## config.mk

```make
export PLATFORM = sky130hd
export DESIGN_NAME = posit8_quire_accumulator
export DESIGN_NICKNAME = d
export VERILOG_FILES = /design/src/rtl/posit8_pkg.sv /design/src/rtl/quire_to_posit8.sv /design/src/rtl/posit8_quire_accumulator.sv
export SDC_FILE = /design/constraint.sdc
export NUM_CORES = 1
export LEC_CHECK = 0
export CORE_MARGIN = 2
export CORE_UTILIZATION = 50
export CTS_BUF_LIST = sky130_fd_sc_hd__clkbuf_16
export DETAILED_ROUTE_END_ITERATION = 12
export PLACE_DENSITY_LB_ADDON = 0.08
export SLEW_MARGIN = 40
export SYNTH_ARGS = -nofsm -noshare
export SYNTH_HDL_FRONTEND = slang
export SYNTH_HIERARCHICAL = 1
export SYNTH_SLANG_ARGS = --single-unit
```

## constraint.sdc

```tcl
create_clock -name clk -period 13.01 [get_ports clk]
set_clock_uncertainty 0.05 [all_clocks]
set_input_delay 3.903 -clock clk [delete_from_list [all_inputs] [get_ports clk]]
set_output_delay 3.903 -clock clk [all_outputs]
set_load 0.1 [all_outputs]
```

## src/rtl/posit8_pkg.sv

```systemverilog
// Shared constants and FSM state encoding for the posit8 quire datapath.
package posit8_pkg;

  localparam int QW         = 32;
  localparam int FRAC_LSB   = 16;
  localparam int ALIGN_BIAS = 6;

  localparam logic [7:0] POSIT_NAR    = 8'h80;
  localparam logic [7:0] POSIT_MAXPOS = 8'h7F;
  localparam logic [7:0] POSIT_MINPOS = 8'h01;
  localparam logic [7:0] POSIT_ZERO   = 8'h00;

  typedef enum logic [2:0] {
    IDLE    = 3'd0,
    ACCUM   = 3'd1,
    DRAIN   = 3'd2,
    CONVERT = 3'd3,
    HOLD    = 3'd4
  } acc_state_e;

endpackage

```

## src/rtl/quire_to_posit8.sv

```systemverilog
// Combinational Q16.16 quire to posit<8,0> converter: leading-one detect,
// regime/fraction packing and round-to-nearest-even with saturation.
module quire_to_posit8
  import posit8_pkg::*;
(
  input  logic [QW-1:0] quire,
  input  logic          sticky,
  input  logic          nar,
  output logic [7:0]    posit8
);

  logic              neg_s;
  logic [QW-1:0]     mag_s;
  logic [4:0]        lead_s;
  logic              found_s;
  logic signed [6:0] k_s;
  logic [6:0]        kabs_s;
  logic [6:0]        len_s;
  logic [63:0]       regime_s;
  logic [63:0]       frac_s;
  logic [63:0]       body_s;
  logic              guard_s;
  logic              rnd_sticky_s;
  logic [7:0]        rounded_s;
  logic [7:0]        mag8_s;

  // Body is regime+terminator followed by the bits below the leading one,
  // left-aligned so bit 63..57 are the 7 posit bits and bit 56 is the guard.
  always_comb begin
    neg_s   = quire[QW-1];
    mag_s   = neg_s ? (~quire + 32'd1) : quire;
    lead_s  = 5'd0;
    found_s = 1'b0;
    for (int i = 0; i < QW; i++) begin
      lead_s  = mag_s[i] ? 5'(i) : lead_s;
      found_s = found_s | mag_s[i];
    end
    k_s    = signed'({2'b00, lead_s}) - signed'(7'(FRAC_LSB));
    kabs_s = k_s[6] ? 7'(-k_s) : 7'(k_s);
    if (k_s[6]) begin
      regime_s = 64'h8000_0000_0000_0000 >> kabs_s;
      len_s    = kabs_s + 7'd1;
    end else begin
      regime_s = ~(64'hFFFF_FFFF_FFFF_FFFF >> (kabs_s + 7'd1));
      len_s    = kabs_s + 7'd2;
    end
    frac_s       = {32'd0, mag_s} << (7'd64 - {2'b00, lead_s});
    body_s       = regime_s | (frac_s >> len_s);
    guard_s      = body_s[56];
    rnd_sticky_s = (|body_s[55:0]) | sticky;
    rounded_s    = {1'b0, body_s[63:57]} + {7'd0, guard_s & (rnd_sticky_s | body_s[57])};

    mag8_s = rounded_s;
    if (!found_s) begin
      mag8_s = POSIT_MINPOS;
    end else if (k_s >= 7'sd6) begin
      mag8_s = POSIT_MAXPOS;
    end else if (k_s <= -7'sd7) begin
      mag8_s = POSIT_MINPOS;
    end else begin
      mag8_s = rounded_s;
    end

    if (nar) begin
      posit8 = POSIT_NAR;
    end else if (!found_s && !sticky) begin
      posit8 = POSIT_ZERO;
    end else begin
      posit8 = neg_s ? (~mag8_s + 8'd1) : mag8_s;
    end
  end

endmodule

```

## src/rtl/posit8_quire_accumulator.sv

```systemverilog
// Aligns decoded posit8 products into a Q16.16 quire and, on the last term of
// a dot product, converts the quire to posit<8,0> behind a valid/ready port.
module posit8_quire_accumulator
  import posit8_pkg::*;
(
  input  logic        clk,
  input  logic        rst,
  input  logic        in_valid,
  output logic        in_ready,
  input  logic        prod_sign,
  input  logic [4:0]  prod_sf,
  input  logic [11:0] prod_mant,
  input  logic        prod_zero,
  input  logic        prod_nar,
  input  logic        acc_last,
  input  logic        acc_clear,
  output logic        out_valid,
  input  logic        out_ready,
  output logic [7:0]  posit_out,
  output logic        quire_ovf
);

  acc_state_e        state_r, state_s;
  logic              accum_phase_s, accept_s, clear_s, hand_s;
  logic signed [5:0] shift_s;
  logic [4:0]        rsh_s;
  logic [QW-1:0]     mag_term_s, term_s;
  logic              lost_s;
  logic              s0_valid_r, s0_lost_r, s0_nar_r;
  logic [QW-1:0]     s0_term_r;
  logic [QW-1:0]     quire_r;
  logic              sticky_lsb_r, nar_r, quire_ovf_r;
  logic [QW:0]       sum_s;
  logic              sum_ovf_s;
  logic              in_ready_r, out_valid_r;
  logic [7:0]        posit_out_r, conv_s;

  assign accum_phase_s = (state_r == IDLE) || (state_r == ACCUM);
  assign accept_s      = in_valid & in_ready_r;
  assign clear_s       = acc_clear & accum_phase_s;
  assign hand_s        = out_valid_r & out_ready;
  assign sum_s         = {quire_r[QW-1], quire_r} + {s0_term_r[QW-1], s0_term_r};
  assign sum_ovf_s     = sum_s[QW] ^ sum_s[QW-1];

  // Scale the 2.10 mantissa onto the quire grid; right shifts record lost bits.
  always_comb begin
    shift_s    = signed'({prod_sf[4], prod_sf}) + signed'(6'(ALIGN_BIAS));
    rsh_s      = 5'd0;
    lost_s     = 1'b0;
    mag_term_s = {20'd0, prod_mant} << shift_s[4:0];
    if (shift_s[5]) begin
      rsh_s      = 5'(-shift_s);
      mag_term_s = {20'd0, prod_mant} >> rsh_s;
      lost_s     = |(prod_mant & ~(12'hFFF << rsh_s));
    end else begin
      rsh_s      = 5'd0;
    end
    if (prod_zero || prod_nar) begin
      term_s = {QW{1'b0}};
      lost_s = 1'b0;
    end else if (prod_sign) begin
      term_s = ~mag_term_s + 32'd1;
    end else begin
      term_s = mag_term_s;
    end
  end

  // Next-state logic for the accumulate / drain / convert / hold sequence.
  always_comb begin
    state_s = state_r;
    case (state_r)
      IDLE, ACCUM: begin
        if (clear_s) begin
          state_s = IDLE;
        end else if (accept_s && acc_last) begin
          state_s = DRAIN;
        end else if (accept_s) begin
          state_s = ACCUM;
        end else begin
          state_s = state_r;
        end
      end
      DRAIN:   state_s = CONVERT;
      CONVERT: state_s = HOLD;
      HOLD: begin
        if (hand_s) begin
          state_s = IDLE;
        end else begin
          state_s = HOLD;
        end
      end
      default: state_s = IDLE;
    endcase
  end

  quire_to_posit8 u_conv (
    .quire  (quire_r),
    .sticky (sticky_lsb_r),
    .nar    (nar_r),
    .posit8 (conv_s)
  );

  // Alignment register; a clear discards whatever it holds or would capture.
  always_ff @(posedge clk or posedge rst) begin
    if (rst) begin
      s0_valid_r <= 1'b0;
      s0_term_r  <= {QW{1'b0}};
      s0_lost_r  <= 1'b0;
      s0_nar_r   <= 1'b0;
    end else begin
      s0_valid_r <= accept_s & ~clear_s;
      if (accept_s) begin
        s0_term_r <= term_s;
        s0_lost_r <= lost_s;
        s0_nar_r  <= prod_nar;
      end
    end
  end

  // Quire and sticky flags; emptied once the result has been converted.
  always_ff @(posedge clk or posedge rst) begin
    if (rst) begin
      quire_r      <= {QW{1'b0}};
      sticky_lsb_r <= 1'b0;
      nar_r        <= 1'b0;
    end else if (clear_s || (state_r == CONVERT)) begin
      quire_r      <= {QW{1'b0}};
      sticky_lsb_r <= 1'b0;
      nar_r        <= 1'b0;
    end else if (s0_valid_r) begin
      quire_r      <= sum_s[QW-1:0];
      sticky_lsb_r <= sticky_lsb_r | s0_lost_r;
      nar_r        <= nar_r | s0_nar_r | sum_ovf_s;
    end
  end

  // Overflow flag is kept until the result is taken so HOLD still shows it.
  always_ff @(posedge clk or posedge rst) begin
    if (rst) begin
      quire_ovf_r <= 1'b0;
    end else if (clear_s || hand_s) begin
      quire_ovf_r <= 1'b0;
    end else if (s0_valid_r && sum_ovf_s) begin
      quire_ovf_r <= 1'b1;
    end
  end

  // State and registered handshake/result outputs.
  always_ff @(posedge clk or posedge rst) begin
    if (rst) begin
      state_r     <= IDLE;
      in_ready_r  <= 1'b1;
      out_valid_r <= 1'b0;
      posit_out_r <= POSIT_ZERO;
    end else begin
      state_r     <= state_s;
      in_ready_r  <= (state_s == IDLE) || (state_s == ACCUM);
      out_valid_r <= (state_s == HOLD);
      if (state_r == CONVERT) begin
        posit_out_r <= conv_s;
      end
    end
  end

  assign in_ready  = in_ready_r;
  assign out_valid = out_valid_r;
  assign posit_out = posit_out_r;
  assign quire_ovf = quire_ovf_r;

endmodule
```

==> metrics.txt <==
# TYPE chip_impl_metric gauge
chip_impl_metric{name="synth_seq_area_share",unit="%"} 12.8
chip_impl_metric{name="design.die.area",unit="um^2"} 34000
chip_impl_metric{name="cts.repair_timing.setup_buffer_count",unit=""} 0
chip_impl_metric{name="drt_first_iter_violations",unit=""} 2508
chip_impl_metric{name="max-slew-margin-rel",unit="%"} 37.7
chip_impl_metric{name="final_nets",unit=""} 2193
chip_impl_metric{name="setup-tns-final",unit="ns"} 0
chip_impl_metric{name="maximum_count_of_clock_buffers_along_a_single_path",unit=""} 2
chip_impl_metric{name="post-route-drc-count",unit=""} 0
chip_impl_info{name="leading_cell_type_in_the_layout_fill_and_taps_excluded",value="nand2_1"} 1
chip_impl_metric{name="synthCells",unit=""} 2195
chip_impl_metric{name="cts-buffers-inserted",unit=""} 9
chip_impl_metric{name="asyncSetResetFlopFracSynth",unit="%"} 100
chip_impl_metric{name="synth_edf_count",unit=""} 0
chip_impl_metric{name="postRouteWirelength",unit="um"} 64100
chip_impl_info{name="most-common-layout-cells",value="220 x nand2_1, 178 x nor2_1, 144 x a21oi_1"} 1
chip_impl_info{name="critPathKind",value="register to register"} 1
chip_impl_metric{name="gr-total-overflow",unit=""} 0
chip_impl_metric{name="grtUsageTotal",unit="%"} 37.4
chip_impl_metric{name="post_route_cells_drive_above_1_share",unit="%"} 12.1
chip_impl_metric{name="endpoints_failing_setup",unit=""} 0
chip_impl_metric{name="place_hpwl",unit="um"} 47900
chip_impl_info{name="cp-end-kind",value="register"} 1
chip_impl_metric{name="timing.fmax",unit="MHz"} 94.4
chip_impl_metric{name="yosysWarnings",unit=""} 6
chip_impl_metric{name="die_height",unit="um"} 184
chip_impl_metric{name="worst-slew-pin-transition",unit="ns"} 0.929
chip_impl_metric{name="area_growth",unit="%"} 5.16
chip_impl_metric{name="grt_pass1_wl",unit="um"} 99000
chip_impl_metric{name="via_count",unit=""} 18300
chip_impl_info{name="critical-path-top-delay-family",value="simple AND/OR/NAND/NOR gates"} 1
chip_impl_metric{name="top_level_ports",unit=""} 37
chip_impl_metric{name="n_antenna_cell",unit=""} 0
chip_impl_info{name="setup_repair_after_global_routing_missed_its_margin",value="no"} 1
chip_impl_metric{name="fraction_of_the_cycle_the_final_worst_path_needs",unit="%"} 81.5
chip_impl_info{name="timing.critical_path.slowest_stage_cell",value="or4_1"} 1
chip_impl_metric{name="smallest_hold_slack",unit="ns"} 0.424
chip_impl_metric{name="max_cap_violations",unit=""} 0
chip_impl_metric{name="cp_data_required_time",unit="ns"} 13.20
chip_impl_metric{name="cp_num_buf_inv",unit=""} 4
chip_impl_metric{name="antenna_found_initial",unit=""} 0
chip_impl_metric{name="core_region_area",unit="um^2"} 32300
chip_impl_metric{name="drt_pre_antenna_iters",unit=""} 6
chip_impl_metric{name="netlist_area",unit="um^2"} 16300
chip_impl_metric{name="timing.final.max_slew_violations",unit=""} 0
chip_impl_metric{name="placement_rows",unit=""} 66
chip_impl_metric{name="port-buffer-count",unit=""} 36
chip_impl_metric{name="synth_area_per_cell",unit="um^2"} 7.41
chip_impl_info{name="cts_tree",value="done"} 1
chip_impl_metric{name="synth_seq_cells",unit=""} 83
chip_impl_info{name="timing.hold.worst.class",value="register to register"} 1
chip_impl_info{name="worstSetupStartpointType",value="register"} 1
chip_impl_metric{name="arrival_time_worst_endpoint",unit="ns"} 10.79
chip_impl_metric{name="synth_cell_types",unit=""} 125
chip_impl_info{name="cpMostUsedCell",value="ha_1"} 1
chip_impl_metric{name="final_antenna_net_count",unit=""} 0
chip_impl_info{name="synth-main-ff-cell",value="dfrtp_1"} 1
chip_impl_metric{name="timing_hold_violations_final",unit=""} 0
chip_impl_metric{name="route.detailed.wl_per_inst",unit="um"} 25.0
chip_impl_metric{name="grt_max_degree",unit=""} 74
chip_impl_metric{name="ctsHtreeMaxLevel",unit=""} 3
chip_impl_metric{name="postCtsResizedCells",unit=""} 0
chip_impl_metric{name="worstSkewPairLatency",unit="ns"} 0.36
chip_impl_metric{name="clock-sinks",unit=""} 83
chip_impl_metric{name="fp.dieW",unit="um"} 184
chip_impl_metric{name="critical_path_peak_fanout",unit=""} 45
chip_impl_metric{name="cp_slowest_stage_delay",unit="ns"} 0.82
chip_impl_metric{name="clock_pin_slew_of_the_registers_on_the_worst_case_setup_and_hold_paths",unit="ns"} 0.07
chip_impl_info{name="outcome",value="complete, no violations"} 1
chip_impl_metric{name="cts_hold_buf",unit=""} 0
chip_impl_metric{name="initial_util",unit="%"} 50.4
chip_impl_info{name="cts.root.buffer_cell",value="clkbuf_16"} 1
chip_impl_metric{name="grt_pass1_vias",unit=""} 16600
chip_impl_metric{name="vias_per_cell",unit=""} 7.15
chip_impl_metric{name="post-route-min-period",unit="ns"} 10.60
chip_impl_metric{name="synthesis.nets",unit=""} 2277
chip_impl_metric{name="gp_congestion",unit=""} 1.03
[logic make-up (layout without fill, tap and decap cells)]
| family | count (synthesis) | after routing | synth area share [%] |
|---|---|---|---|
| buffers and inverters | 225 | 146 | 6.31 |
| AO/OA/AOI/OAI | 799 | 799 | 36.1 |
| adder cells (fa/ha/maj) | 56 | 56 | 4.35 |
| XOR/XNOR | 104 | 104 | 5.88 |
| multiplexers | 125 | 125 | 9.27 |
| flip-flops | 83 | 83 | 12.8 |
| AND/OR/NAND/NOR | 803 | 803 | 25.3 |
[layer usage]
metal	track usage, %	share of wire [%]	up-vias
li1	-	-	8335
met1	46.8	39	8752
met2	60.8	46	959
met3	6.38	8.0	240
met4	21.5	6.3	0
met5	0	0	-
[path summary, 6_finish.rpt]
| kind | from | end | slack (ns) | cells past startpoint |
|---|---|---|---|---|
| worst max-delay path | quire_r[1] | posit_out[6] | 2.41 | 32 |
| worst min-delay path | quire_ovf | quire_ovf | 0.42 | 2 |
| worst max register to register | quire_r[1] | posit_out[6] | 2.41 | 32 |
| worst min register to register | quire_ovf | quire_ovf | 0.42 | 2 |
| max in group asynchronous | rst | s0_valid_r | 8.17 | 3 |
| min in group asynchronous | rst | quire_r[7] | 3.81 | 2 |
[registers in the layout, summed over array words and instances (netlist names)]
register,count
s0_term_r,32
s0_lost_r,1
quire_r,32
s0_valid_r,1
state_r,3
quire_ovf,1
in_ready,1
sticky_lsb_r,1
posit_out,8
s0_nar_r,1
out_valid,1
nar_r,1
[cell usage after synthesis (12+ instances only)]
| cell | n | area (um^2) |
|---|---|---|
| a22o_1 | 12 | 105 |
| mux4_2 | 17 | 383 |
| a211oi_1 | 53 | 398 |
| a2111oi_0 | 12 | 105 |
| nor4_1 | 32 | 200 |
| o22ai_1 | 21 | 131 |
| clkbuf_1 | 97 | 364 |
| inv_1 | 42 | 158 |
| ha_1 | 55 | 688 |
| a21oi_1 | 149 | 746 |
| dfrtp_1 | 82 | 2050 |
| and2_1 | 13 | 81.3 |
| or3_1 | 30 | 188 |
| o31ai_1 | 21 | 158 |
| nor3_1 | 74 | 370 |
| nand3_1 | 69 | 345 |
| nor2b_1 | 16 | 100 |
| buf_6 | 12 | 135 |
| a221oi_1 | 18 | 158 |
| a32oi_1 | 19 | 166 |
| a31oi_1 | 33 | 206 |
| a21o_1 | 32 | 240 |
| nand2_1 | 220 | 826 |
| o21a_1 | 19 | 143 |
| o2111ai_1 | 12 | 105 |
| nand4_1 | 25 | 156 |
| and3_1 | 22 | 138 |
| nor2_1 | 181 | 679 |
| mux2_2 | 21 | 236 |
| nand2b_1 | 24 | 150 |
| or2_2 | 16 | 100 |
| xor2_1 | 36 | 315 |
| o21ai_1 | 29 | 145 |
| xnor2_1 | 62 | 543 |
| buf_2 | 42 | 210 |
| buf_1 | 15 | 56.3 |
| mux2i_1 | 85 | 851 |
| o211ai_1 | 40 | 300 |
| o21ai_0 | 115 | 576 |
| a22oi_1 | 18 | 135 |
[worst register-to-register path, delay by kind of cell (launching register included)]
kind / cells / cell delay [ns]
XOR/XNOR: 1 / 0.16
multiplexers: 1 / 0.25
adder cells (fa/ha/maj): 3 / 0.84
AND/OR/NAND/NOR: 10 / 3.79
AO/OA/AOI/OAI: 13 / 3.57
buffers and inverters: 4 / 1.24
flip-flops: 1 / 0.57
[stage by stage]
step                      setup slack [ns]  utilization [%]  instances  area, um^2
after CTS                             2.71             52.7       2558       17000
final                                 2.41             53.0       2558       17100
after floorplan                       3.40                -       2195       16300
after global routing                  1.82             53.0       2558       17100
after global placement                2.36             51.8       2542       16700
after detailed placement              2.76             51.8       2542       16700
[cell type report]
class | instances | area [um^2]
fillers | 3171 | 15200
multi-input cells | 1887 | 13300
flip-flops and latches | 83 | 2080
repair buffers | 82 | 654
well taps | 442 | 553
clock buffers | 9 | 225
inverters | 48 | 181
clock inverters | 7 | 77.6
Power is not shown: default switching activity piles up to over one toggle a cycle in this logic, so the estimate is an artifact.
